## src/rtl/multicycle_ctrl.sv

```systemverilog
// ---------------------------------------------------------------------------
// multicycle_ctrl
//   Multi-cycle control FSM for the yIF/yID/yEX/yDM/yWB MIPS datapath.
//   Fetches, decodes and sequences one instruction at a time over 3-5
//   states. Drives the register-file, ALU, data-memory and PC-select
//   controls, and counts retired instructions.
//
//   Optional build macro: MULTICYCLE_CTRL_TRAP_EN
//     defined   : an unsupported instruction parks the FSM in TRAP (trap = 1)
//     undefined : an unsupported instruction retires as a 3-cycle NOP and
//                 trap is tied low
//
// Parameters
//   MAX_INSTR   retire count at which the FSM halts (0 = run forever)
//   CNT_W       width of instr_count
//
// Ports
//   clk         system clock, rising edge
//   reset       synchronous active-high reset
//   start       leave IDLE and begin fetching
//   ins         instruction-memory output, latched at the end of FETCH
//   zero        ALU zero flag (selects the beq branch target)
//   mem_rdy     data memory completes the access this cycle
//   IRWrite     latch the instruction register
//   PCWrite     update the PC (one cycle per instruction = retire)
//   PCsel       00 PC+4, 01 PC+4+(imm<<2), 10 jTarget<<2
//   RegDst      1 = rd, 0 = rt
//   RegWrite    register-file write enable
//   ALUSrc      1 = imm, 0 = rd2
//   MemRead     data-memory read enable
//   MemWrite    data-memory write enable
//   Mem2Reg     1 = write back memOut, 0 = write back z
//   op          ALU op: and 000, or 001, add 010, sub 110, slt 111
//   state       current state, for debug
//   instr_count retired instruction count (wraps)
//   done        halted after MAX_INSTR retires
//   trap        illegal-instruction trap
//
//   state  | meaning
//   -------+------------------------------------------------
//   IDLE 0 | waiting for start, all controls low
//   FETCH 1| IRWrite, latch opcode/funct
//   DECODE2| ALU/mux controls for the latched instruction
//   EXEC 3 | branch/jump/NOP retire here, others move on
//   MEM 4  | lw/sw access, held until mem_rdy
//   WB 5   | register write-back and retire
//   HALT 6 | MAX_INSTR reached, done = 1 until reset
//   TRAP 7 | unsupported instruction, trap = 1 until reset
// ---------------------------------------------------------------------------
module multicycle_ctrl #(
    parameter int MAX_INSTR = 43,
    parameter int CNT_W     = 16
) (
    input  logic             clk,
    input  logic             reset,
    input  logic             start,
    input  logic [31:0]      ins,
    input  logic             zero,
    input  logic             mem_rdy,
    output logic             IRWrite,
    output logic             PCWrite,
    output logic [1:0]       PCsel,
    output logic             RegDst,
    output logic             RegWrite,
    output logic             ALUSrc,
    output logic             MemRead,
    output logic             MemWrite,
    output logic             Mem2Reg,
    output logic [2:0]       op,
    output logic [2:0]       state,
    output logic [CNT_W-1:0] instr_count,
    output logic             done,
    output logic             trap
);

    typedef enum logic [2:0] {
        S_IDLE   = 3'd0,
        S_FETCH  = 3'd1,
        S_DECODE = 3'd2,
        S_EXEC   = 3'd3,
        S_MEM    = 3'd4,
        S_WB     = 3'd5,
        S_HALT   = 3'd6,
        S_TRAP   = 3'd7
    } state_t;

    localparam logic [5:0] OPC_RTYPE = 6'h00;
    localparam logic [5:0] OPC_J     = 6'h02;
    localparam logic [5:0] OPC_BEQ   = 6'h04;
    localparam logic [5:0] OPC_ADDI  = 6'h08;
    localparam logic [5:0] OPC_LW    = 6'h23;
    localparam logic [5:0] OPC_SW    = 6'h2b;

    localparam logic [2:0] ALU_AND = 3'b000;
    localparam logic [2:0] ALU_OR  = 3'b001;
    localparam logic [2:0] ALU_ADD = 3'b010;
    localparam logic [2:0] ALU_SUB = 3'b110;
    localparam logic [2:0] ALU_SLT = 3'b111;

    localparam logic [1:0] PC_P4  = 2'b00;
    localparam logic [1:0] PC_BR  = 2'b01;
    localparam logic [1:0] PC_JMP = 2'b10;

    localparam logic [CNT_W-1:0] MAX_CNT = CNT_W'(MAX_INSTR);

    state_t           state_q, state_d;
    logic [5:0]       opc_q, opc_d;
    logic [5:0]       funct_q, funct_d;
    logic [CNT_W-1:0] cnt_q, cnt_d;
    logic [CNT_W-1:0] cnt_inc;
    logic             halt_hit;

    logic             is_r, is_addi, is_lw, is_sw, is_beq, is_j, legal;
    logic             dec_regdst, dec_alusrc;
    logic [2:0]       dec_op;

    // Only opcode and funct are latched; the register fields go straight
    // from the IR to the datapath.
    logic             unused_ins;
    assign unused_ins = ^ins[25:6];

    // Instruction class and static ALU/mux controls from the latched fields.
    always_comb begin
        is_r       = 1'b0;
        is_addi    = 1'b0;
        is_lw      = 1'b0;
        is_sw      = 1'b0;
        is_beq     = 1'b0;
        is_j       = 1'b0;
        dec_regdst = 1'b0;
        dec_alusrc = 1'b0;
        dec_op     = ALU_AND;
        case (opc_q)
            OPC_RTYPE: begin
                case (funct_q)
                    6'h20:   begin is_r = 1'b1; dec_op = ALU_ADD; end
                    6'h22:   begin is_r = 1'b1; dec_op = ALU_SUB; end
                    6'h24:   begin is_r = 1'b1; dec_op = ALU_AND; end
                    6'h25:   begin is_r = 1'b1; dec_op = ALU_OR;  end
                    6'h2a:   begin is_r = 1'b1; dec_op = ALU_SLT; end
                    default: ;
                endcase
                dec_regdst = is_r;
            end
            OPC_ADDI: begin is_addi = 1'b1; dec_alusrc = 1'b1; dec_op = ALU_ADD; end
            OPC_LW:   begin is_lw   = 1'b1; dec_alusrc = 1'b1; dec_op = ALU_ADD; end
            OPC_SW:   begin is_sw   = 1'b1; dec_alusrc = 1'b1; dec_op = ALU_ADD; end
            OPC_BEQ:  begin is_beq  = 1'b1; dec_alusrc = 1'b0; dec_op = ALU_SUB; end
            OPC_J:    begin is_j    = 1'b1; dec_alusrc = 1'b1; dec_op = ALU_ADD; end
            default:  ;
        endcase
        legal = is_r | is_addi | is_lw | is_sw | is_beq | is_j;
    end

    // State register
    always_ff @(posedge clk) begin
        if (reset) begin
            state_q <= S_IDLE;
            opc_q   <= 6'h00;
            funct_q <= 6'h00;
            cnt_q   <= '0;
        end else begin
            state_q <= state_d;
            opc_q   <= opc_d;
            funct_q <= funct_d;
            cnt_q   <= cnt_d;
        end
    end

    assign cnt_inc  = cnt_q + CNT_W'(1);
    assign halt_hit = (MAX_INSTR != 0) && (cnt_inc == MAX_CNT);

    // Next-state logic. PCWrite marks the retire cycle of every instruction,
    // so the counter and the HALT decision both key off it.
    always_comb begin
        state_d = state_q;
        opc_d   = opc_q;
        funct_d = funct_q;
        cnt_d   = cnt_q;
        case (state_q)
            S_IDLE: begin
                if (start) state_d = S_FETCH;
            end
            S_FETCH: begin
                opc_d   = ins[31:26];
                funct_d = ins[5:0];
                state_d = S_DECODE;
            end
            S_DECODE: begin
`ifdef MULTICYCLE_CTRL_TRAP_EN
                state_d = legal ? S_EXEC : S_TRAP;
`else
                state_d = S_EXEC;
`endif
            end
            S_EXEC: begin
                if (is_lw || is_sw)        state_d = S_MEM;
                else if (is_r || is_addi)  state_d = S_WB;
                else                       state_d = S_FETCH;
            end
            S_MEM: begin
                if (mem_rdy) state_d = is_lw ? S_WB : S_FETCH;
            end
            S_WB:    state_d = S_FETCH;
            default: ;
        endcase
        if (PCWrite) begin
            cnt_d = cnt_inc;
            if (halt_hit) state_d = S_HALT;
        end
    end

    // Output logic: state plus latched instruction; zero and mem_rdy only
    // select the branch target and the sw completion cycle.
    always_comb begin
        IRWrite  = 1'b0;
        PCWrite  = 1'b0;
        PCsel    = PC_P4;
        RegDst   = 1'b0;
        RegWrite = 1'b0;
        ALUSrc   = 1'b0;
        MemRead  = 1'b0;
        MemWrite = 1'b0;
        Mem2Reg  = 1'b0;
        op       = ALU_AND;
        if (state_q inside {S_DECODE, S_EXEC, S_MEM, S_WB}) begin
            RegDst = dec_regdst;
            ALUSrc = dec_alusrc;
            op     = dec_op;
        end
        case (state_q)
            S_FETCH: IRWrite = 1'b1;
            S_EXEC: begin
                if (is_beq) begin
                    PCWrite = 1'b1;
                    PCsel   = zero ? PC_BR : PC_P4;
                end else if (is_j) begin
                    PCWrite = 1'b1;
                    PCsel   = PC_JMP;
                end else if (!legal) begin
                    PCWrite = 1'b1;
                end
            end
            S_MEM: begin
                if (is_lw) begin
                    MemRead = 1'b1;
                end else if (is_sw) begin
                    MemWrite = 1'b1;
                    PCWrite  = mem_rdy;
                end
            end
            S_WB: begin
                RegWrite = 1'b1;
                PCWrite  = 1'b1;
                Mem2Reg  = is_lw;
            end
            default: ;
        endcase
    end

    assign state       = state_q;
    assign instr_count = cnt_q;
    assign done        = (state_q == S_HALT);
`ifdef MULTICYCLE_CTRL_TRAP_EN
    assign trap        = (state_q == S_TRAP);
`else
    assign trap        = 1'b0;
`endif

endmodule

```

## config.mk

```make
export PLATFORM = sky130hd
export DESIGN_NAME = multicycle_ctrl
export DESIGN_NICKNAME = d
export VERILOG_FILES = /design/src/rtl/multicycle_ctrl.sv
export SDC_FILE = /design/constraint.sdc
export NUM_CORES = 1
export LEC_CHECK = 0
export CORE_MARGIN = 4
export CORE_UTILIZATION = 36
export CTS_CLUSTER_SIZE = 30
export DETAILED_ROUTE_END_ITERATION = 8
export GPL_TIMING_DRIVEN = 0
export HOLD_SLACK_MARGIN = 0.05
export MAX_ROUTING_LAYER = met4
export PLACE_DENSITY = 0.67
export SYNTH_ARGS = -nofsm -noshare
export SYNTH_HDL_FRONTEND = slang
export SYNTH_SLANG_ARGS = --single-unit
```

## constraint.sdc

```tcl
create_clock -name clk -period 2.2 [get_ports clk]
set_input_delay 0.33 -clock clk [delete_from_list [all_inputs] [get_ports clk]]
set_output_delay 0.33 -clock clk [all_outputs]
set_load 0.01 [all_outputs]
```

Word level (Yosys, flattened, before mapping):

Cells that the tools add are included.

* bits in registers: 31
* input bits: 37
* output and inout port bits: 34

* add/subtract/negate cells: 1
* eq/ne operators: 17
* muxes and demuxes: 39
* bitwise gates (word level): 5
* reductions and logical operators: 7

Operators with widths (number)
* $eq 6x6->1 const B: 7
* $mux 1: 24
* $mux 3: 8
* $pmux 3 s6: 1
* $add 16x1->16 const B: 1
* $eq 16x6->1 const B: 1
* $pmux 3 s4: 1
* $eq 3x3->1 const B: 3
* $pmux 3 s3: 1
* $eq 3x2->1 const B: 2
* $eq 6x2->1 const B: 1
* $eq 6x3->1 const B: 1
* $eq 6x4->1 const B: 1
* $logic_not 6->1: 1
* $mux 2: 3
* $or 1x1->1: 5
* $reduce_or 5->1: 1
* $reduce_bool 4->1: 1
* $reduce_or 4->1: 1
* $eq 3x1->1 const B: 1
* $logic_not 3->1: 1
* $pmux 1 s3: 1
* $logic_or 1x1->1: 2

Depth between registers and ports, before layout:

Gate-level depths: netlist of run 1.

* depth in word-level cells: 14
* depth in mapped cells: 9
* gate-level depth less buffers: 7

Worst setup path after synthesis of run 1:

No wires, ideal clock.

* path type: flip-flop to flip-flop
* from: register cnt_q[1] (netlist: instr_count[1])
* to: register state_q[0] (netlist: state[0])
* data arrival time: 2.084 ns
* data required time: 2.083 ns
* slack: -0.002 ns
* stages on the path, launching flop included: 8
* path through: dfxtp_1 -> ha_1 -> nand3_2 -> nor4_1 -> xor2_1 -> a211o_1 -> or4_4 -> nor2b_1

* cells in the longest elaborated chain, start to end: 4

Ends and longest elaborated chain
* from (decl): RTL line 109 `logic [CNT_W-1:0] cnt_q, cnt_d;`
* from (signal assigned): RTL line 166 `cnt_q <= cnt_d;`
* $add 16x1->16: RTL line 170 `assign cnt_inc = cnt_q + CNT_W'(1);`
* $eq 16x6->1: RTL line 171 `assign halt_hit = (MAX_INSTR != 0) && (cnt_inc == MAX_CNT);`
* $mux 3: RTL line 209 `if (halt_hit) state_d = S_HALT;`
* $mux 3: RTL line 207 `if (PCWrite) begin`
* to (signal assigned): RTL line 163 `state_q <= state_d;`
* to (decl): RTL line 106 `state_t state_q, state_d;`

Every way passes these cells.
A chain may end at the register's enable or synchronous reset.

Final worst setup path of run 1:

* from: register opc_q[0]
* to: output port RegDst

* cells in the longest elaborated chain, start to end: 3

Ends and longest elaborated chain
* from (decl): RTL line 107 `logic [5:0] opc_q, opc_d;`
* from (signal assigned): RTL line 164 `opc_q <= opc_d;`
* $logic_not 6->1: RTL line 133 `case (opc_q)`
* $mux 1: RTL line 133
* $mux 1: RTL line 226 `if (state_q inside {S_DECODE, S_EXEC, S_MEM, S_WB}) begin`
* to (decl): RTL line 63 `output logic RegDst,`

Every way passes these cells.

==> results.cfg, run 1 <==
[critical_path]
path_buf_inv = 1
r2r_cells = 6
rrSetupSlack_ns = 0.11
critical_path.startpoint_type = flip-flop
end_kind = output pin
slowest_stage = or3_4
crit_family = simple AND/OR/NAND/NOR gates
r2r-start = instr_count[9]
critPathMaxFanout = 3
worst_ep_arrival_time_ns = 1.89
critPathRequiredTime_ns = 1.87
crit_chain = or3_4 -> or3_4 -> nand2b_4 -> nor4b_4 -> buf_2
crit_path_max_incr_delay_ns = 0.38
r2r_end = state[1]
worstSetupPathType = reg -> out
cpMostUsedCell = or3_4

[finish]
fin_nets = 339
stdcell_count = 368
drive_gt1_share_pct = 24.3
multi_input_area_um2 = 1300
fillers = 456
area_growth_pct = 48.4
regArea_um2 = 648
diodes = 0
design_area_um2 = 2750

[logic_synthesis]
synth_area_leaders = dfxtp_1, nand2_1, xor2_1
synthCells = 243
synth-async-reset-ratio_pct = 0
synth_compound_area_share_pct = 17.5
synth_cell_types = 47
synth.most_common_cell = nand2_1
synth-simple-area-share_pct = 31.1
syn_nets = 282
yosysSeqAreaShare_pct = 33.5
synth_common_cells = nand2_1, dfxtp_1, a21oi_1
synth_seq_cells = 31
synth_edf_count = 0
synthDominantCellAreaShare_pct = 33.5
synth_top_family_by_area = simple AND/OR/NAND/NOR gates
yosys_warnings = 0
synthMuxAreaShare_pct = 0.608
synthesis.area_um2 = 1850
avgSynthCellArea_um2 = 7.62
synthXorXnorAreaFrac_pct = 9.46
synth.largest_area_cell = dfxtp_1
synth_adder_area_share_pct = 1.35
synthFlopType = dfxtp_1

[timing]
fmax_ghz = 0.450
period_share_pct = 101
setup-tns-final_ns = -0.0224
fin_ws_ns = -0.0224
finalClockSkew_ns = 0.00184
rsz0062_at_grt = true
slew_headroom_pct = 65.1
finalHoldViolCount = 0
worst_pin_slew_ns = 0.523
setup_viol = 1
min_period_ns = 2.22
hold_ws_ns = 0.466
slew_violations = 0

[clock_network]
cts_sinks = 31
cts_tree = built
cts_buffer_depth = 2
clk_pin_slew_ns = 0.06
clk_latency_ns = 0.29
hold_buffers = 0
cts-root-buf = clkbuf_8
cts_made_buffers = 5
ctsHtreeMaxLevel = 2

[detailed_routing]
firstDrtPassIters = 4
vias_per_cell = 5.07
ant_nets = 0
vias = 1867
drc = 0
wl_per_cell_um = 13.5
wl_um = 4970
drtIter0Drc = 99

[min_path]
whs_path_depth = 2
min_path_type = reg -> reg
hp-start = funct_q[4]
holdPathEnd = funct_q[4]

[die]
ios = 71
core_region_area_um2 = 4850
die_x_um = 79.7
die_area_um2 = 6360
start_util_pct = 38.2
die_y_um = 79.7
placementRows = 25

[placed_design]
hpwl_um = 3380
dp_cells = 359
gp_congestion = 0.820
dpl_cell_area_um2 = 2430
port_buffers = 49

[power_and_ir_drop]
power_uw = 1330
powerDensity_nw_per_um2 = 483
total_leakage_power_uw = 0.000992
ir_drop_mv = 0.296

[global_route]
grt_max_degree = 13
grt_pass1_wl_um = 8040
grtUsageTotal_pct = 16.5
grt_pass1_vias = 1756
globalRoute.totalOverflow = 0
antenna_found_initial = 0

[status]
status = complete, but fails checks
failed_checks = negative setup slack

[run]
drv_cap = 0
-- cell families (layout without fill, tap and decap cells) --
family | Yosys count | after routing
AOI/OAI and AO/OA | 55 | 55
other | 1 | 1
xor gates and xnor gates | 20 | 20
and+or+nand+nor | 108 | 108
buffers and inverters | 25 | 83
muxes | 1 | 1
adders and majority gates | 2 | 2
DFF | 31 | 31
-- state kept, by name (all words and copies together) (netlist names) --
name         cells
opc_q            6
funct_q          6
instr_count     16
state            3
-- tightest hold or removal path, cell delays in order, from the launching register on --
cell and delay, ns:
dfxtp_1 0.31, nand2_1 0.06, a21oi_1 0.06
-- stage by stage --
step                      util [%]  setup slack [ns]
after floorplan                  -            0.0281
after global placement        50.1            -0.291
after detailed placement      50.1            -0.290
after CTS                     54.7            -0.111
after global routing          56.7           -0.0834
final                         56.7           -0.0224
-- area by class of cell --
type                            count  share of cell area (%)
Timing Repair Buffer               57                    19.1
Clock buffer                        8                    3.64
Sequential cell                    31                    23.6
Buffer                             10                    2.32
Inverter                            8                    1.09
Multi-Input combinational cell    187                    47.2
Tap cell                           67                    3.05
-- routing by layer --
metal / global-route usage (%) / routed length, um
met1: 20.8 / 2410
met2: 24.7 / 2210
met3: 4.74 / 272
met4: 6.53 / 74
met5: - / 0
-- worst max path at each step --
stage	startpoint	endpoint	slack, ns	depth (start not counted)
after global placement	funct_q[2]	PCWrite	-0.29	7
after CTS	funct_q[2]	PCWrite	-0.11	7
after global routing	opc_q[0]	RegDst	-0.08	5
after detailed placement	state[0]	IRWrite	-0.29	6
after floorplan	instr_count[0]	state[0]	0.03	7
final	opc_q[0]	RegDst	-0.02	5
-- power breakdown --
part	leakage [uW]	internal [uW]	total [uW]	switching (uW)
clock network	0.0000515	285	496	211
logic	0.000681	114	218	105
registers	0.000260	582	613	30.3
total	0.000992	981	1330	346
-- layout by cell type (no fill, tap or decap), drive strengths merged, types with 3 or more instances in the layout --
cell type	instances
nand2	35
nand3	6
or4	3
xor2	14
inv	8
a21oi	23
xnor2	6
o21ai	14
buf	14
nand4	4
nor3	10
and3	4
o2111ai	4
nor4	4
or3	7
clkbuf	17
nor2b	3
dfxtp	31
nor2	23
clkdlybuf4s50	39
nand2b	4
a31oi	6
-- timing repair --
action	in CTS	in global routing
resized for setup	46	34
pin swaps	3	6
endpoints found under the setup margin	14	15
buffers inserted	5	3
(Power assumes the default switching activity.)
==> inputs of run 2 (changes only) <==
- REMOVE_ABC_BUFFERS: unset -> 1
==> run 2 against run 1 <==
The run still ends with negative setup slack left. Non-clock buffer count is 10 lower. Global-route usage shrank 0.20 points. Cell count shrank 2.7%. Clock skew increased by 0.0016 ns. Critical path depth unchanged. Via count rose by 0.16%. Combinational power down 4%. Sequential power barely moved. Power shrank 5.3%. Sequential cell count unchanged. Largest power group unchanged.
==> results.cfg, run 2 (synthesized netlist as in run 1, its figures left out) <==
[timing]
slew_headroom_pct = 26.3
finalHoldViolCount = 0
period_share_pct = 101
fin_ws_ns = -0.0181
setup-tns-final_ns = -0.0181
min_period_ns = 2.22
fmax_ghz = 0.451
setup_viol = 1
finalClockSkew_ns = 0.00342
slew_violations = 0
rsz0062_at_grt = true
worst_pin_slew_ns = 1.10

[critical_path]
r2r-start = instr_count[8]
end_kind = output pin
critical_path.startpoint_type = flip-flop
crit_family = simple AND/OR/NAND/NOR gates
r2r_cells = 6
worstSetupPathType = reg -> out
crit_chain = or3_4 -> or3_4 -> nand2b_4 -> nor4b_2 -> buf_2
crit_path_start = opc_q[0]
slowest_stage = or3_4
critPathRequiredTime_ns = 1.87
path_buf_inv = 1
r2r_end = state[1]
crit_path_max_incr_delay_ns = 0.38
worst_ep_arrival_time_ns = 1.89
rrSetupSlack_ns = 0.10
critPathMaxFanout = 6
cpMostUsedCell = or3_4

[global_route]
globalRoute.totalOverflow = 0
grt_max_degree = 32
grtUsageTotal_pct = 16.2
antenna_found_initial = 0
grt_pass1_wl_um = 8000
grt_pass1_vias = 1703

[die]
core_region_area_um2 = 4850
die_x_um = 79.7
die_y_um = 79.7
die_area_um2 = 6360
placementRows = 25
start_util_pct = 38.2
ios = 71

[placed_design]
gp_congestion = 0.863
hpwl_um = 3210
port_buffers = 49

[status]
failed_checks = negative setup slack
status = complete, but fails checks

[finish]
final_cell_mix = clkdlybuf4s50_1, nand2_1, nor2_1, a21oi_1, dfxtp_1
utilization_pct = 54.9
fin_nets = 329
diodes = 0
fillers = 465
largest_reg_flops = 16
area_growth_pct = 43.9
layout_commonest_cell = clkdlybuf4s50_1
drive_gt1_share_pct = 22.0

[clock_network]
clk_pin_slew_ns = 0.07
cts_sinks = 31
cts_made_buffers = 5
ctsHtreeMaxLevel = 2
hold_buffers = 0
cts_tree = built
cts-root-buf = clkbuf_8
clk_latency_ns = 0.28
cts_buffer_depth = 2

[power_and_ir_drop]
power_uw = 1260
total_leakage_power_uw = 0.000926
powerDensity_nw_per_um2 = 472
ir_drop_mv = 0.349

[min_path]
min_path_type = reg -> reg
holdPathEnd = funct_q[4]
hp-start = funct_q[4]
whs_path_depth = 2

[detailed_routing]
wl_per_cell_um = 14.0
drtIter0Drc = 108
drc = 0
ant_nets = 0
wl_um = 5030
vias_per_cell = 5.22
vias = 1870
firstDrtPassIters = 4

[run]
drv_cap = 0
==> run 2: tightest hold or removal path, cell delays in order (launching register included) <==
cell     delay, ns
dfxtp_1       0.31
nand2_1       0.05
a21oi_1       0.05
==> run 2: per-layer routing <==
layer	share of wire, %	GRT usage [%]	routed length [um]	vias to the layer above
li1	-	-	-	941
met1	48	21.3	2400	869
met2	46	24.3	2290	53
met3	5.2	4.40	259	7
met4	1.6	5.15	78	0
met5	0	-	0	-
==> run 2: area by class of cell <==
class                   instances  area (um^2)  share of cell area, %
multi-input cells             187         1280                   48.1
clock inverters                 1         5.00                  0.188
inverters                       8         37.5                   1.41
repair buffers                 57          537                   20.2
well taps                      67         83.8                   3.15
clock buffers                   7         76.3                   2.87
flip-flops and latches         31          643                   24.1
==> run 2: how the worst max path moves through the flow <==
stage | to | depth (start not counted)
final | RegDst | 5
after global routing | RegDst | 5
after CTS | PCWrite | 6
after detailed placement | PCWrite | 6
after global placement | PCWrite | 6
after floorplan | state[0] | 7
==> run 2: repair_timing <==
action	in CTS	in global routing
resized for setup	51	22
endpoints found under the setup margin	19	11
setup buffers	6	2
pin swaps	4	2
==> run 2: metrics by stage <==
stage               cell area [um^2]  hold slack (ns)  setup WS (ns)  instances
floorplan                       1770            0.399        -0.0159        226
global placement                2340            0.445         -0.812        342
detailed placement              2340            0.447         -0.821        342
CTS                             2590            0.455         -0.265        356
global route                    2660            0.471         -0.128        358
finish                          2660            0.455        -0.0181        358
==> run 2: report_power, final <==
group / switching, uW / internal, uW / total, uW
Clock: 212 / 222 / 433
Sequential: 31.8 / 582 / 614
Combinational: 101 / 109 / 210
Total: 344 / 913 / 1260
==> inputs of run 3 (changes only) <==
- CORE_MARGIN: 4 -> 2
- CTS_CLUSTER_SIZE: 30 -> 25
- PLACE_DENSITY: 0.67 -> 0.81
==> run 3 against run 2 <==
The run still ends with negative setup slack left. Largest cell class unchanged. Fmax fell by 0.12%. Sequential share of layout area rose by 0.29 points. Critical path depth did not move. Count of clock-buffer cells in the layout rose by 1. Utilization fell by 2.3 points. Clock skew fell by 0.00084 ns. Combinational power fell by 4%. Register-to-register slack improved by 0.05 ns. Power rose by 3.4%.
==> results.cfg, run 3 (synthesized netlist as in run 1, its figures left out) <==
[finish]
fillers = 463
layout_commonest_cell = clkdlybuf4s50_1
final_cell_mix = clkdlybuf4s50_1, nand2_1, nor2_1, a21oi_1, dfxtp_1
diodes = 0
multi_input_area_um2 = 1280
drive_gt1_share_pct = 21.5
area_growth_pct = 43.2
stdcell_count = 358
fin_nets = 326
largest_reg_flops = 16
regArea_um2 = 648

[critical_path]
critPathMaxFanout = 6
crit_path_start = opc_q[0]
cpMostUsedCell = or3_4
crit_path_max_incr_delay_ns = 0.39
end_kind = output pin
slowest_stage = or3_4
crit_chain = or3_4 -> or3_4 -> nand2b_4 -> nor4b_2 -> buf_2
worst_ep_arrival_time_ns = 1.89
critical_path.startpoint_type = flip-flop
r2r-start = instr_count[0]
worstSetupPathType = reg -> out
critPathRequiredTime_ns = 1.87

[clock_network]
cts_made_buffers = 5
clk_latency_ns = 0.28
ctsHtreeMaxLevel = 2
cts-root-buf = clkbuf_8
cts_sinks = 31
cts_tree = built
cts_buffer_depth = 2
clk_pin_slew_ns = 0.06

[timing]
slew_headroom_pct = 26.6
fmax_ghz = 0.450
finalHoldViolCount = 0
finalClockSkew_ns = 0.00259
slew_violations = 0
worst_pin_slew_ns = 1.10
min_period_ns = 2.22
fin_ws_ns = -0.0207
period_share_pct = 101
setup_viol = 2
rsz0062_at_grt = true

[detailed_routing]
drc = 0
drtIter0Drc = 98
ant_nets = 0
wl_per_cell_um = 13.5
wl_um = 4820
firstDrtPassIters = 4
vias = 1865
vias_per_cell = 5.21

[power_and_ir_drop]
sw_frac_of_total_pct = 25.5
p_seq_share_pct = 47.1
ir_drop_mv = 0.321
power.internal_uw = 968
p_switching_uw = 332
powerDensity_nw_per_um2 = 490
combPwrFrac_pct = 15.5
clkPwrFrac_pct = 37.5
total_leakage_power_uw = 0.000919

[run]
drv_cap = 0

[status]
status = complete, but fails checks
failed_checks = negative setup slack

[min_path]
min_path_type = reg -> reg
hp-start = funct_q[4]

[die]
die_x_um = 75.7
start_util_pct = 36.7
die_area_um2 = 5730
core_region_area_um2 = 5040
ios = 71
placementRows = 26
die_y_um = 75.7

[global_route]
grt_max_degree = 32
grtUsageTotal_pct = 18.4
grt_pass1_vias = 1736
globalRoute.totalOverflow = 0
antenna_found_initial = 0
grt_pass1_wl_um = 7820

[placed_design]
dp_cells = 345
hpwl_um = 3200
dp_slack_ns = -0.782
gp_congestion = 0.893
port_buffers = 49
-- run 3: power groups by stage --
| stage | Clock [uW] | Combinational [uW] | Sequential [uW] |
|---|---|---|---|
| detailed placement | 0 | 164 | 621 |
| floorplan | 0 | 86.2 | 617 |
| CTS | 505 | 192 | 610 |
| global placement | 0 | 160 | 620 |
| finish | 487 | 201 | 612 |
| global route | 528 | 221 | 615 |
-- run 3: path summary, 6_finish.rpt --
kind           endpoint  slack [ns]  cells after the start
max              RegDst       -0.02                      5
min          funct_q[4]        0.46                      2
max reg2reg    state[2]        0.15                      7
min reg2reg  funct_q[4]        0.46                      2
-- run 3: critical path, delay by kind of cell (launching register included) --
family | cells | cell delay, ns
buffers and inverters | 1 | 0.17
DFF | 1 | 0.34
and+or+nand+nor | 4 | 1.11
-- run 3: layout make-up --
| cell class | instances | share of cell area [%] |
|---|---|---|
| repair buffers | 54 | 19.0 |
| flip-flops and latches | 31 | 24.4 |
| well taps | 70 | 3.30 |
| inverters | 8 | 1.23 |
| clock buffers | 8 | 3.77 |
| multi-input cells | 187 | 48.3 |
-- run 3: timing repair --
action,4_1_cts,5_1_grt
resized for setup,48,29
setup endpoints to repair,19,11
setup buffers,4,1
hold buffers,0,0
pin swaps,6,3
-- run 3: per-stage QoR --
step	utilization, %	instance area (um^2)	hold slack [ns]	setup TNS, ns	power (uW)
after global routing	52.6	2650	0.473	-0.184	1360
after global placement	46.5	2340	0.442	-6.02	780
final	52.6	2650	0.461	-0.0221	1300
after CTS	51.2	2580	0.459	-0.235	1310
after floorplan	-	1770	0.399	-0.0159	703
after detailed placement	46.5	2340	0.451	-6.28	785
-- run 3: per-layer routing --
metal  track usage (%)  wire length [um]
met5                 -                 0
met4              7.21                67
met3              3.31               249
met2              29.9              2340
met1              22.5              2170
